--- src/rtl/cook_pkg.sv ---
// cook_pkg: shared state codes, BCD digit type and countdown constants for the cook sequencer
package cook_pkg;
  typedef logic [3:0] bcd_t;
  localparam logic [1:0] IDLE = 2'd0;
  localparam logic [1:0] COOKING = 2'd1;
  localparam logic [1:0] PAUSED = 2'd2;
  localparam logic [1:0] DONE = 2'd3;
  localparam bcd_t BCD_MAX = 4'd9;
  localparam bcd_t SEC_TENS_MAX = 4'd5;
  function automatic bcd_t bcd_dec(input bcd_t d, input bcd_t wrap);
    return (d == 4'd0) ? wrap : d - 4'd1;
  endfunction
endpackage

--- src/rtl/bcd_time_reg.sv ---
// bcd_time_reg: MM:SS digit register with keypad shift-in, clear and borrow-chain decrement
module bcd_time_reg
  import cook_pkg::*;
(
  input  logic clk,
  input  logic clrn,
  input  logic clr,
  input  logic shift,
  input  bcd_t digit,
  input  logic dec,
  output bcd_t min_tens,
  output bcd_t min_ones,
  output bcd_t sec_tens,
  output bcd_t sec_ones,
  output logic is_zero,
  output logic is_one
);
  logic b_so, b_st, b_mo;
  // borrow ripples left only while every lower digit is zero
  always_comb begin
    b_so = sec_ones == 4'd0;
    b_st = b_so & (sec_tens == 4'd0);
    b_mo = b_st & (min_ones == 4'd0);
    is_zero = b_mo & (min_tens == 4'd0);
    is_one = (sec_ones == 4'd1) & ({min_tens, min_ones, sec_tens} == 12'd0);
  end
  always_ff @(posedge clk or negedge clrn)
    if (!clrn) begin
      min_tens <= '0;
      min_ones <= '0;
      sec_tens <= '0;
      sec_ones <= '0;
    end else if (clr) begin
      min_tens <= '0;
      min_ones <= '0;
      sec_tens <= '0;
      sec_ones <= '0;
    end else if (shift) begin
      min_tens <= min_ones;
      min_ones <= sec_tens;
      sec_tens <= sec_ones;
      sec_ones <= digit;
    end else if (dec) begin
      sec_ones <= bcd_dec(sec_ones, BCD_MAX);
      if (b_so) sec_tens <= bcd_dec(sec_tens, SEC_TENS_MAX);
      if (b_st) min_ones <= bcd_dec(min_ones, BCD_MAX);
      if (b_mo) min_tens <= bcd_dec(min_tens, BCD_MAX);
    end
endmodule

--- src/rtl/cook_sequencer.sv ---
// cook_sequencer: microwave magnetron sequencer - keypad entry, countdown, door/stop interlocks, beep
module cook_sequencer
  import cook_pkg::*;
#(
  parameter int TICK_DIV = 100,
  parameter int BEEP_CYCLES = 8
) (
  input  logic       clk,
  input  logic       clrn,
  input  logic       startn,
  input  logic       stopn,
  input  logic       door_closed,
  input  logic       key_valid,
  input  logic [3:0] key_digit,
  output logic [3:0] min_tens,
  output logic [3:0] min_ones,
  output logic [3:0] sec_tens,
  output logic [3:0] sec_ones,
  output logic       mag_on,
  output logic       timer_done,
  output logic       beep
);
  localparam int PW = $clog2(TICK_DIV);
  localparam int BW = $clog2(BEEP_CYCLES + 1);
  logic [1:0] st, nxt;
  logic [PW-1:0] presc;
  logic [BW-1:0] bcnt;
  logic start_q1, start_q2, stop_q1, stop_q2;
  logic start_ev, stop_ev, tick, clr, shift, dec, done_set, is_zero, is_one;
  assign start_ev = start_q2 & ~start_q1;
  assign stop_ev = stop_q2 & ~stop_q1;
  assign tick = (st == COOKING) & (presc == PW'(TICK_DIV - 1));
  assign shift = (st == IDLE) & key_valid & (key_digit <= BCD_MAX) & ~stop_ev;
  // door gate is combinational so the magnetron drops in the very cycle the door opens
  assign mag_on = (st == COOKING) & door_closed;
  assign beep = st == DONE;
  always_comb begin
    nxt = st;
    clr = 1'b0;
    dec = 1'b0;
    done_set = 1'b0;
    case (st)
      IDLE:
        if (stop_ev) clr = 1'b1;
        else if (start_ev & door_closed & ~is_zero) nxt = COOKING;
      COOKING:
        if (~door_closed | stop_ev) nxt = PAUSED;
        else if (tick) begin
          dec = 1'b1;
          nxt = is_one ? DONE : COOKING;
          done_set = is_one;
        end
      PAUSED:
        if (stop_ev) begin
          clr = 1'b1;
          nxt = IDLE;
        end else if (start_ev & door_closed) nxt = COOKING;
      default:
        nxt = (stop_ev | (bcnt == BW'(BEEP_CYCLES - 1))) ? IDLE : DONE;
    endcase
  end
  always_ff @(posedge clk or negedge clrn)
    if (!clrn) begin
      st <= IDLE;
      presc <= '0;
      bcnt <= '0;
      timer_done <= 1'b0;
      start_q1 <= 1'b1;
      start_q2 <= 1'b1;
      stop_q1 <= 1'b1;
      stop_q2 <= 1'b1;
    end else begin
      st <= nxt;
      presc <= (st == COOKING && !tick) ? presc + 1'b1 : '0;
      bcnt <= (st == DONE) ? bcnt + 1'b1 : '0;
      timer_done <= done_set;
      start_q1 <= startn;
      start_q2 <= start_q1;
      stop_q1 <= stopn;
      stop_q2 <= stop_q1;
    end
  bcd_time_reg u_time (
    .clk(clk),
    .clrn(clrn),
    .clr(clr),
    .shift(shift),
    .digit(key_digit),
    .dec(dec),
    .min_tens(min_tens),
    .min_ones(min_ones),
    .sec_tens(sec_tens),
    .sec_ones(sec_ones),
    .is_zero(is_zero),
    .is_one(is_one)
  );
endmodule
--- config.mk ---
export PLATFORM = sky130hd
export DESIGN_NAME = cook_sequencer
export DESIGN_NICKNAME = d
export VERILOG_FILES = /design/src/rtl/cook_pkg.sv /design/src/rtl/bcd_time_reg.sv /design/src/rtl/cook_sequencer.sv
export SDC_FILE = /design/constraint.sdc
export NUM_CORES = 1
export LEC_CHECK = 0
export CAP_MARGIN = 20
export CORE_ASPECT_RATIO = 1.75
export CORE_UTILIZATION = 53
export CTS_CLUSTER_SIZE = 16
export DETAILED_ROUTE_END_ITERATION = 6
export PLACE_DENSITY_LB_ADDON = 0.15
export SYNTH_ARGS = -nofsm -noshare
export SYNTH_HDL_FRONTEND = slang
export SYNTH_SLANG_ARGS = --single-unit
--- constraint.sdc ---
create_clock -name clk -period 2.5 [get_ports clk]
set_clock_uncertainty 0.1 [all_clocks]
set_input_delay 0.5 -clock clk [delete_from_list [all_inputs] [get_ports clk]]
set_output_delay 0.5 -clock clk [all_outputs]
set_load 0.02 [all_outputs]
---- Word level (Yosys, flattened, before mapping) ----
Index checks and enable logic that the tools add are counted.
Widths: inputs -> output; s select.
word-level totals
  register bits ........................... 34
  bits of input ports ..................... 10
cells by class
  $add $sub $neg .......................... 6
  $lt $le $gt $ge ......................... 1
  equality and inequality tests ........... 10
  multiplexer cells ....................... 38
  bitwise operators ....................... 20
  reduce and logical (&&, ||, !) cells .... 17
operators with widths
  cell                 count
  $mux 4               20
  $logic_not 4->1      4
  $mux 2               8
  $sub 4x1->4 const B  4
  $and 1x1->1          13
  $logic_not 12->1     1
  $reduce_bool 3->1    4
  $mux 1               8
  $add 7x1->7 const B  1
  $eq 7x7->1 const B   1
  $mux 7               1
  $pmux 2 s3           1
  $reduce_and 2->1     3
  $not 1->1            5
  $add 4x1->4 const B  1
  $eq 2x2->1 const B   2
  $eq 4x1->1 const B   1
  $eq 4x3->1 const B   1
  $le 4x4->1 const B   1
  $reduce_and 4->1     1
  $ne 3x2->1 const B   1
  $ne 3x3->1 const B   1
  $eq 2x1->1 const B   1
  $logic_not 2->1      1
  6 further kinds      7

---- Logic depth before layout (Yosys ltp) ----
  word-level depth ........................ 9
  mapped depth ............................ 6
  depth with buffers taken out ............ 6

---- By module ----
From an unflattened synthesis, not the netlist that was laid out.
unflattened totals
  cell total of the unflattened synthesis .. 188
  area, all modules ....................... 1790.5 µm²
modules (own cells, without submodules)
  module          times used  cells each  area each (µm²)  sequential area each (µm²)
  bcd_time_reg    1           109         967.2            400.4
  cook_sequencer  1           79          823.3            455.4

---- Worst setup path after synthesis ----
No wires, ideal clock.
  path type ............................... register to register
  start ................................... reg u_time.sec_tens[1]
  end ..................................... reg u_time.min_tens[2]
  arrival time ............................ 2.003 ns
  required time ........................... 2.275 ns
  slack ................................... 0.272 ns
  cell stages (with the launch flop) ...... 7
  buffers on the path ..................... 1
  period minus slack after synthesis ...... 2.228 ns
  cells stage by stage .................... dfrtp_1 > or4_1 > or3_1 > buf_6 > nor4_2 > mux2i_1 > o21ai_1
on the way
  longest elaborated chain between the ends .. 5
RTL lines
  element                             RTL line            source
  from (decl)                         bcd_time_reg.sv:13  output bcd_t sec_tens,
  from (signal assigned)              bcd_time_reg.sv:41  sec_tens <= sec_ones;
  from (signal assigned)              bcd_time_reg.sv:45  if (b_so) sec_tens <= bcd_dec(sec_tens, SEC_TENS_MAX);
  $logic_not 4->1                     bcd_time_reg.sv:22  b_st = b_so & (sec_tens == 4'd0);
  $and 1x1->1                         bcd_time_reg.sv:22
  $and 1x1->1                         bcd_time_reg.sv:23  b_mo = b_st & (min_ones == 4'd0);
  $reduce_bool 3->1 (no source line)  --
  $reduce_and 2->1 (no source line)   --
  to (signal assigned)                bcd_time_reg.sv:39  min_tens <= min_ones;
  to (signal assigned)                bcd_time_reg.sv:47  if (b_mo) min_tens <= bcd_dec(min_tens, BCD_MAX);
  to (decl)                           bcd_time_reg.sv:11  output bcd_t min_tens,
No other way between the ends.
A chain may end at the register's enable or synchronous reset.

---- Final worst setup path ----
  start ................................... reg st[0]
  end ..................................... out mag_on
on the way
  longest elaborated chain between the ends .. 2
RTL lines
  element                 RTL line              source
  from (decl)             cook_sequencer.sv:25  logic [1:0] st, nxt;
  from (signal assigned)  cook_sequencer.sv:73  st <= nxt;
  $eq 2x1->1              cook_sequencer.sv:35  assign mag_on = (st == COOKING) & door_closed;
  $and 1x1->1             cook_sequencer.sv:35
  to (decl)               cook_sequencer.sv:19  output logic mag_on,
No other way between the ends.

==> qor.csv <==
stage,metric,value,unit
outcome,status,"complete, no violations",
drt,final_antenna_net_count,0,
die,start_util,55.0,%
worst_setup_path,reg2reg_depth,5,
logic_synthesis,synth-warning-count,0,
global_routing,gr-usage-all-layers,24.8,%
power,cellPowerDensity,1040,nW/um^2
cts,cts_root_buf,clkbuf_8,
cts,cts.sinks,34,
drt,first_pass_iters,4,
sta,rsz0062_at_grt,no,
die,core-area,3360,um^2
layout,final_cell_mix,"dfrtp_1 (29), clkdlybuf4s50_1 (28), nor2_1 (26)",
sta,hold_viol_final,0,
layout,nFillCells,277,
worst_setup_path,ff2ff_setup_slack,240,ps
logic_synthesis,synth_cell_types,46,
layout,fin_cells,268,
global_routing,grt_max_degree,35,
drt,viasPerCell,5.72,
logic_synthesis,synthesis.area,1850,um^2
die,die_h,80.1,um
sta,fmax,0.431,GHz
drt,drt-total-wl,4190,um
logic_synthesis,synth_seq_area_share,46.3,%
layout,synthToLayoutAreaGrowth,25.4,%
drt,wl_per_cell,15.6,um
layout,antenna-diode-count,0,
worst_setup_path,crit_end,mag_on,
logic_synthesis,avgSynthCellArea,9.89,um^2
worst_setup_path,critPathMaxFanout,11,
logic_synthesis,synth_flop_cell,dfrtp_1,
placed_design,port_buffers,28,
worst_setup_path,crit_type,flop to output port,
cts,cts_tree,done,
placed_design,place.gp.congestion,0.786,
logic_synthesis,synth_area_leader_cell,dfrtp_1,
die,dieArea,3740,um^2
cts,cts_buffers,5,
cts,htree_levels,2,
placed_design,dpl_worst_slack,108,ps
worst_setup_path,critPathCaptureType,output port,
sta,whs,271,ps
cts,clk_pin_slew,70,ps
worst_setup_path,crit_path_start,st[0]$_DFFE_PN0P_,
drt,drt_iter0_markers,30,
logic_synthesis,synth_top_area_share,40.6,%
layout,final_common_cell,dfrtp_1,
die,io_pins,29,
logic_synthesis,async_flop_share,100,%
global_routing,grt_pass1_vias,1494,
drt,vias,1532,
sta,tns,0,ps
logic_synthesis,netlist_instances,187,
global_routing,grt_pass1_wl,6710,um
job,drv_cap,0,
die,rows,28,
worst_setup_path,worstReg2RegEnd,st[0]$_DFFE_PN0P_,
power,leakage,0.962,nW
worst_setup_path,worstSetupStartpointType,flop,
worst_setup_path,critPathArrivalTime,1720,ps
global_routing,gr-total-overflow,0,
sta,slew_viol_final,0,
worst_setup_path,timing.rr.start,u_time.sec_tens[1]$_DFFE_PN0P_,
logic_synthesis,ys_ff_latch,34,
placed_design,dp_hpwl,3020,um
cts,hold_buffers,0,
worst_setup_path,required,1900,ps
sta,worstMarginPinSlew,466,ps
logic_synthesis,syn_nets,199,
cts,postCtsSetupBuffers,0,
cts,cts_buffer_depth,2,
sta,setup_viol,0,
logic_synthesis,synth_edf_count,0,
sta,fin_ws,179,ps
min_path,hold_path_class,flop to flop,
drt,drc,0,
placed_design,placedCellCount,260,
logic_synthesis,synth.area.top_cells,"dfrtp_1 (41%), dfstp_2 (5.7%), nor2_1 (5.3%), nand2_1 (3.9%), xnor2_1 (3.8%)",
layout,drive_gt1_share,14.3,%
power,vdd_drop_max,0.726,mV
sta,slew-limit-headroom,68.9,%
sta,fin_crit,2320,ps
cts,cts_resized,0,
die,die_w,46.7,um
sta,finalCritPeriodShare,92.8,%
cts,clk_latency,280,ps
global_routing,antenna_found_initial,0,
layout,finalNetCount,234,
==> state kept, by name (all words and copies together) (netlist names) <==
register         flops
presc                7
bcnt                 4
u_time.min_ones      4
u_time.min_tens      4
u_time.sec_ones      4
u_time.sec_tens      4
st                   2
start_q1             1
start_q2             1
stop_q1              1
stop_q2              1
timer_done           1
==> worst min-delay path by stage <==
| stage | start | endpoint | cells after the start |
|---|---|---|---|
| final | start_q1$_DFF_PN1_ | start_q2$_DFF_PN1_ | 0 |
| after detailed placement | start_q1$_DFF_PN1_ | start_q2$_DFF_PN1_ | 0 |
| after global placement | start_q1$_DFF_PN1_ | start_q2$_DFF_PN1_ | 0 |
| after CTS | start_q1$_DFF_PN1_ | start_q2$_DFF_PN1_ | 0 |
| after global routing | start_q1$_DFF_PN1_ | start_q2$_DFF_PN1_ | 0 |
| after floorplan | clrn | bcnt[0]$_DFF_PN0_ | 0 |
==> cells in the mapped netlist (2+ instances only) <==
cell type,count
or4_1,2
clkbuf_1,4
or3_1,4
and3_1,4
o21ai_1,6
dfstp_2,4
nand4_1,2
dfrtp_1,30
nor2b_1,4
o21ai_0,9
nand2b_1,3
ha_1,2
mux2i_1,5
xor2_1,5
nand2_1,19
nand3b_1,2
a21oi_1,10
nor3_1,3
nor2_1,26
nor4_2,2
xnor2_1,8
nand3_1,7
nor4_4,3
==> metal layers <==
| metal | routed length [um] | GRT usage (%) | share of wire [%] |
|---|---|---|---|
| met5 | 0 | 0 | 0 |
| met4 | 47 | 7.43 | 1.1 |
| met3 | 122 | 4.72 | 2.9 |
| met2 | 2410 | 44.7 | 58 |
| met1 | 1610 | 27.8 | 38 |
==> through the flow <==
step           utilization, %  cell area, um^2  power, mW
2_1_floorplan               -             1850       1.53
3_3_place_gp             65.4             2200       1.89
3_5_place_dp             65.4             2200       1.92
4_1_cts                  68.7             2310       2.40
5_1_grt                  68.9             2320       2.55
6_report                 68.9             2320       2.40
==> final cells by class <==
| type | instances | area (um^2) | share of cell area (%) |
|---|---|---|---|
| Multi-Input combinational cell | 146 | 966 | 41.7 |
| Clock buffer | 8 | 110 | 4.75 |
| Timing Repair Buffer | 34 | 325 | 14.0 |
| Sequential cell | 34 | 857 | 37.0 |
| Tap cell | 45 | 56.3 | 2.43 |
| Inverter | 1 | 3.75 | 0.162 |
==> where the power goes <==
| part | switching (mW) | leakage (nW) | internal [mW] | total [mW] |
|---|---|---|---|---|
| clock | 0.196 | 0.0575 | 0.278 | 0.474 |
| combinational | 0.581 | 0.459 | 0.465 | 1.05 |
| sequential | 0.200 | 0.446 | 0.682 | 0.881 |
| total | 0.976 | 0.962 | 1.43 | 2.40 |
==> logic make-up (layout without fill, tap and decap cells) <==
logic type / after synthesis / in the layout / share of synthesized area [%]
AO/OA/AOI/OAI: 34 / 34 / 11.2
buffers and inverters: 7 / 43 / 1.89
multiplexers: 6 / 6 / 3.32
AND/OR/NAND/NOR: 91 / 91 / 29.8
XOR/XNOR: 13 / 13 / 6.16
flip-flops: 34 / 34 / 46.3
adder cells (fa/ha/maj): 2 / 2 / 1.35
==> critical path, stage by stage (launching register included) <==
cell and delay, ps:
dfrtp_2 460, nor2b_2 240, and2_1 150, clkdlybuf4s50_1 590
Power figures use the tool's default switching activity.
